File: src/rtl/booth4_csa_accum.sv
// Iterative unsigned radix-4 Booth multiplier front-end: one Booth digit per
// clock is folded into a carry-save accumulator; the two rows feed a 2N-bit CPA.
module booth4_csa_accum #(
   parameter int N = 16
) (
   input  logic           clk,
   input  logic           rst_n,
   input  logic           in_valid,
   output logic           in_ready,
   input  logic [N-1:0]   in_a,
   input  logic [N-1:0]   in_b,
   output logic           out_valid,
   input  logic           out_ready,
   output logic [2*N-1:0] out_sum,
   output logic [2*N-1:0] out_carry,
   output logic           busy
);

   localparam int DIG = N / 2 + 1;
   localparam int W   = 2 * N;
   localparam int CW  = $clog2(DIG + 1);

   // Handshakes: a transfer happens on a rising edge where valid && ready.
   // in_ready and out_valid decode only from the state register, so neither
   // depends combinationally on in_valid or out_ready.
   typedef enum logic [1:0] {IDLE, RUN, DONE} state_t;

   state_t        state;
   logic [CW-1:0] cnt;
   logic [N-1:0]  x;
   logic [N-1:0]  y;
   logic [W-1:0]  sum_r;
   logic [W-1:0]  carry_r;

   // Extra zero padding on top keeps the digit select in range once cnt
   // has moved past the last digit.
   logic [N+4:0]  y_ext;
   int unsigned   shamt;
   logic [2:0]    trip;
   logic          neg;
   logic          mag1;
   logic          mag2;
   logic [W-1:0]  mult;
   logic [W-1:0]  m_shift;
   logic [W-1:0]  pp;
   logic [W-1:0]  sum_nxt;
   logic [W-2:0]  maj;
   logic [W-1:0]  carry_nxt;

   always_comb begin
      y_ext = {4'b0000, y, 1'b0};
      shamt = 2 * int'(cnt);
      trip  = y_ext[shamt +: 3];
      neg   = 1'b0;
      mag1  = 1'b0;
      mag2  = 1'b0;
      case (trip)
         3'b001, 3'b010: mag1 = 1'b1;
         3'b011:         mag2 = 1'b1;
         3'b100:         begin mag2 = 1'b1; neg = 1'b1; end
         3'b101, 3'b110: begin mag1 = 1'b1; neg = 1'b1; end
         default:        ;
      endcase
      if (mag2)
         mult = {{(N-1){1'b0}}, x, 1'b0};
      else if (mag1)
         mult = {{N{1'b0}}, x};
      else
         mult = '0;
      m_shift = mult << shamt;
      pp      = neg ? ~m_shift : m_shift;
      // 3:2 compressor row; neg enters as the +1 of the two's complement.
      sum_nxt   = sum_r ^ carry_r ^ pp;
      maj       = (sum_r[W-2:0] & carry_r[W-2:0]) |
                  (sum_r[W-2:0] & pp[W-2:0]) |
                  (carry_r[W-2:0] & pp[W-2:0]);
      carry_nxt = {maj, neg};
   end

   always_ff @(posedge clk or negedge rst_n) begin
      if (!rst_n) begin
         state   <= IDLE;
         cnt     <= '0;
         x       <= '0;
         y       <= '0;
         sum_r   <= '0;
         carry_r <= '0;
      end else begin
         case (state)
            IDLE: begin
               if (in_valid) begin
                  x       <= in_a;
                  y       <= in_b;
                  sum_r   <= '0;
                  carry_r <= '0;
                  cnt     <= '0;
                  state   <= RUN;
               end
            end
            RUN: begin
               sum_r   <= sum_nxt;
               carry_r <= carry_nxt;
               cnt     <= cnt + 1'b1;
               if (cnt == CW'(DIG - 1))
                  state <= DONE;
            end
            DONE: begin
               if (out_ready)
                  state <= IDLE;
            end
            default: state <= IDLE;
         endcase
      end
   end

   assign in_ready  = (state == IDLE);
   assign out_valid = (state == DONE);
   assign busy      = (state != IDLE);
   assign out_sum   = sum_r;
   assign out_carry = carry_r;

endmodule

File: config.mk
export PLATFORM = sky130hd
export DESIGN_NAME = booth4_csa_accum
export DESIGN_NICKNAME = d
export VERILOG_FILES = /design/src/rtl/booth4_csa_accum.sv
export SDC_FILE = /design/constraint.sdc
export NUM_CORES = 1
export LEC_CHECK = 0
export ABC_AREA = 0
export CAP_MARGIN = 25
export CORE_MARGIN = 3
export CORE_UTILIZATION = 28
export CTS_CLUSTER_DIAMETER = 60
export DETAILED_ROUTE_END_ITERATION = 12
export HOLD_SLACK_MARGIN = 0.1
export PLACE_DENSITY = 0.51
export SYNTH_ARGS = -nofsm -noshare
export SYNTH_HDL_FRONTEND = slang
export SYNTH_SLANG_ARGS = --single-unit
export TNS_END_PERCENT = 10
File: constraint.sdc
create_clock -name clk -period 4.83 [get_ports clk]
set_input_delay 1.449 -clock clk [delete_from_list [all_inputs] [get_ports clk]]
set_output_delay 1.449 -clock clk [all_outputs]
set_load 0.02 [all_outputs]
==> impl_metrics.tcl <==
set metrics [dict create \
    worstMarginPinSlew_ns 0.909 \
    hold_path_class "register to register" \
    r2r-end "out_sum[9]$_DFFE_PN0P_" \
    synth_nets 764 \
    synth-async-reset-ratio_pct 100 \
    clkTransAtPathRegs_ns 0.08 \
    grt_max_degree 88 \
    worst-setup-path-type "register to register" \
    cts_tree "built" \
    row_count 56 \
    clk_latency_ns 0.36 \
    nets 849 \
    timing_hold_violations_final 0 \
    wl_per_cell_um 17.2 \
    hold-path-endpoint "y[10]$_DFFE_PN0P_" \
    min_from "y[10]$_DFFE_PN0P_" \
    crit_chain "buf_4, mux4_2, nand2_1, a21oi_1, inv_1, ha_1, nor2b_1, and3_4, nor2_4, buf_4, a21boi_0, mux4_2, a21oi_2, mux2i_1, fa_1, o21ai_0" \
    fin_setup_tns_ns 0 \
    grt.overflow.total 0 \
    die_w_um 162 \
    drive_gt1_share_pct 14.7 \
    cp-start-kind "register" \
    initial_core_util_pct 28.7 \
    die-height_um 162 \
    rr_startpoint "cnt[1]$_DFFE_PN0P_" \
    root_buffer "clkbuf_16" \
    max_stage_delay_ns 0.51 \
    seq_area_frac_synth_pct 37.5 \
    clock-sinks 102 \
    dpl.hpwl_mm 13.9 \
    worstPathRequired_ns 5.10 \
    htreeDepth 3 \
    first_global_vias 5542 \
    arrival_ns 4.62 \
    synthXorXnorAreaFrac_pct 2.71 \
    drc 0 \
    layout_common_cells "dfrtp_1 (102), clkdlybuf4s50_1 (101), o21ai_0 (80)" \
    synth_area_um2 6800 \
    grt_pass1_wl_mm 31.0 \
    dieArea_um2 26200 \
    io-pin-count 103 \
    coreArea_um2 23700 \
    routed_wl_mm 18.9 \
    syn_avg_cell_area_um2 9.84 \
    crit_path_end_kind "register" \
    min_period_ns 4.34 \
    whs_ns 0.506 \
    status "completed" \
    cts_resized 0 \
    rrSetupSlack_ns 0.49 \
    relSlewSlack_pct 39.0 \
    slew_viol_final 0 \
    io_buffers 102 \
    critPathMaxFanout 25 \
    viasPerCell 4.95 \
    synth_edf_count 0 \
    synthAdderAreaFrac_pct 10.2 \
    fmax_mhz 230 \
    synth_flop_cell "dfrtp_1" \
    clock_path_buffers 2 \
    ys_ff_latch 102 \
    synth_compound_area_share_pct 16.5 \
    drv_cap 0 \
    cts_buffers 9 \
    postSynthCellCount 691 \
    period_share_pct 89.9 \
    final_antenna_net_count 0 \
    drt_iter0_markers 344 \
    vias 5446 \
    synthSimpleGateAreaFrac_pct 12.1 \
    synthMuxAreaShare_pct 13.3 \
    setup_violations 0 \
    postCtsSetupBuffers 0 \
    ys_types 62 \
    ctsHoldBuffers 0 \
    dr.pass1.iters 5 \
    final_common_cell "dfrtp_1" \
    antenna_cells 0 \
    area_growth_pct 24.9 \
    min_path_cells 1 \
    yosysWarnings 0 \
    place_congestion 0.924 \
    grt_usage_pct 14.9 \
    crit_slowest_cell "mux4_2" \
    antenna_found_initial 0 \
    rsz0062_at_grt "false" \
    r2r_cells 16 \
    synth_top_family_by_area "compound AO/OA/AOI/OAI gates" \
    finalClockSkew_ns 0.0110 \
]
==> synth_stat cells, types with 10 or more instances <==
cell,number,share of area (%)
clkbuf_1,30,1.7
mux4_2,12,4.0
xor2_1,11,1.4
nand3_1,71,5.2
buf_1,11,0.61
fa_1,31,9.1
nand2_1,27,1.5
dfrtp_1,102,38
o21ai_0,80,5.9
mux2_2,36,6.0
a21oi_1,23,1.7
xnor2_1,10,1.3
inv_1,71,3.9
nor2b_1,13,1.2
mux2i_1,17,2.5
nor2_1,22,1.2
==> state kept, by name, indices dropped and copies added (netlist names) <==
register,flops
state,2
y,16
cnt,4
out_carry,32
x,16
out_sum,32
==> metrics by stage <==
stage                     util [%]  setup WS (ns)  instance area (µm²)  cells
after floorplan                  -          0.574                 6800    691
after global placement        34.5          0.604                 8170   1083
after detailed placement      34.5          0.509                 8170   1083
after CTS                     35.8          0.477                 8470   1099
after global routing          35.9          0.124                 8490   1100
final                         35.9          0.489                 8490   1100
==> final cells by class <==
cell class	count	area (µm²)
Clock buffer	9	225
Clock inverter	7	73.8
Fill cell	2448	15200
Inverter	74	278
Multi-Input combinational cell	463	3750
Sequential cell	102	2550
Tap cell	319	399
Timing Repair Buffer	126	1210
==> layer usage <==
metal | routed length, µm | GRT usage, % | vias up
li1 | - | - | 2599
met1 | 8700 | 20.6 | 2680
met2 | 8690 | 23.5 | 141
met3 | 1180 | 4.00 | 26
met4 | 358 | 3.57 | 0
met5 | 0 | 0 | -
==> cell families after synthesis <==
| family | Yosys count |
|---|---|
| AO/OA/AOI/OAI | 173 |
| flip-flops | 102 |
| buffers and inverters | 126 |
| adder cells (fa/ha/maj) | 37 |
| multiplexers | 69 |
| XOR/XNOR | 21 |
| AND/OR/NAND/NOR | 163 |
==> critical path: cells and delay by family (launching register included) <==
kind / cells / cell delay (ns)
and+or+nand+nor: 4 / 0.69
DFF: 1 / 0.40
adders and majority gates: 2 / 0.66
muxes: 3 / 1.07
AOI/OAI and AO/OA: 4 / 0.80
buffers and inverters: 3 / 0.63
==> worst max path at each step <==
| stage | endpoint | startpoint |
|---|---|---|
| floorplan | out_sum[13]$_DFFE_PN0P_ | cnt[1]$_DFFE_PN0P_ |
| detailed placement | out_sum[9]$_DFFE_PN0P_ | cnt[1]$_DFFE_PN0P_ |
| global route | out_sum[26]$_DFFE_PN0P_ | cnt[1]$_DFFE_PN0P_ |
| finish | out_sum[9]$_DFFE_PN0P_ | cnt[1]$_DFFE_PN0P_ |
| CTS | out_sum[9]$_DFFE_PN0P_ | cnt[1]$_DFFE_PN0P_ |
| global placement | out_sum[9]$_DFFE_PN0P_ | cnt[1]$_DFFE_PN0P_ |
Power is left out: the tool's default activity adds up to more than one toggle a clock period on the data nets, which glitch-free logic cannot reach.
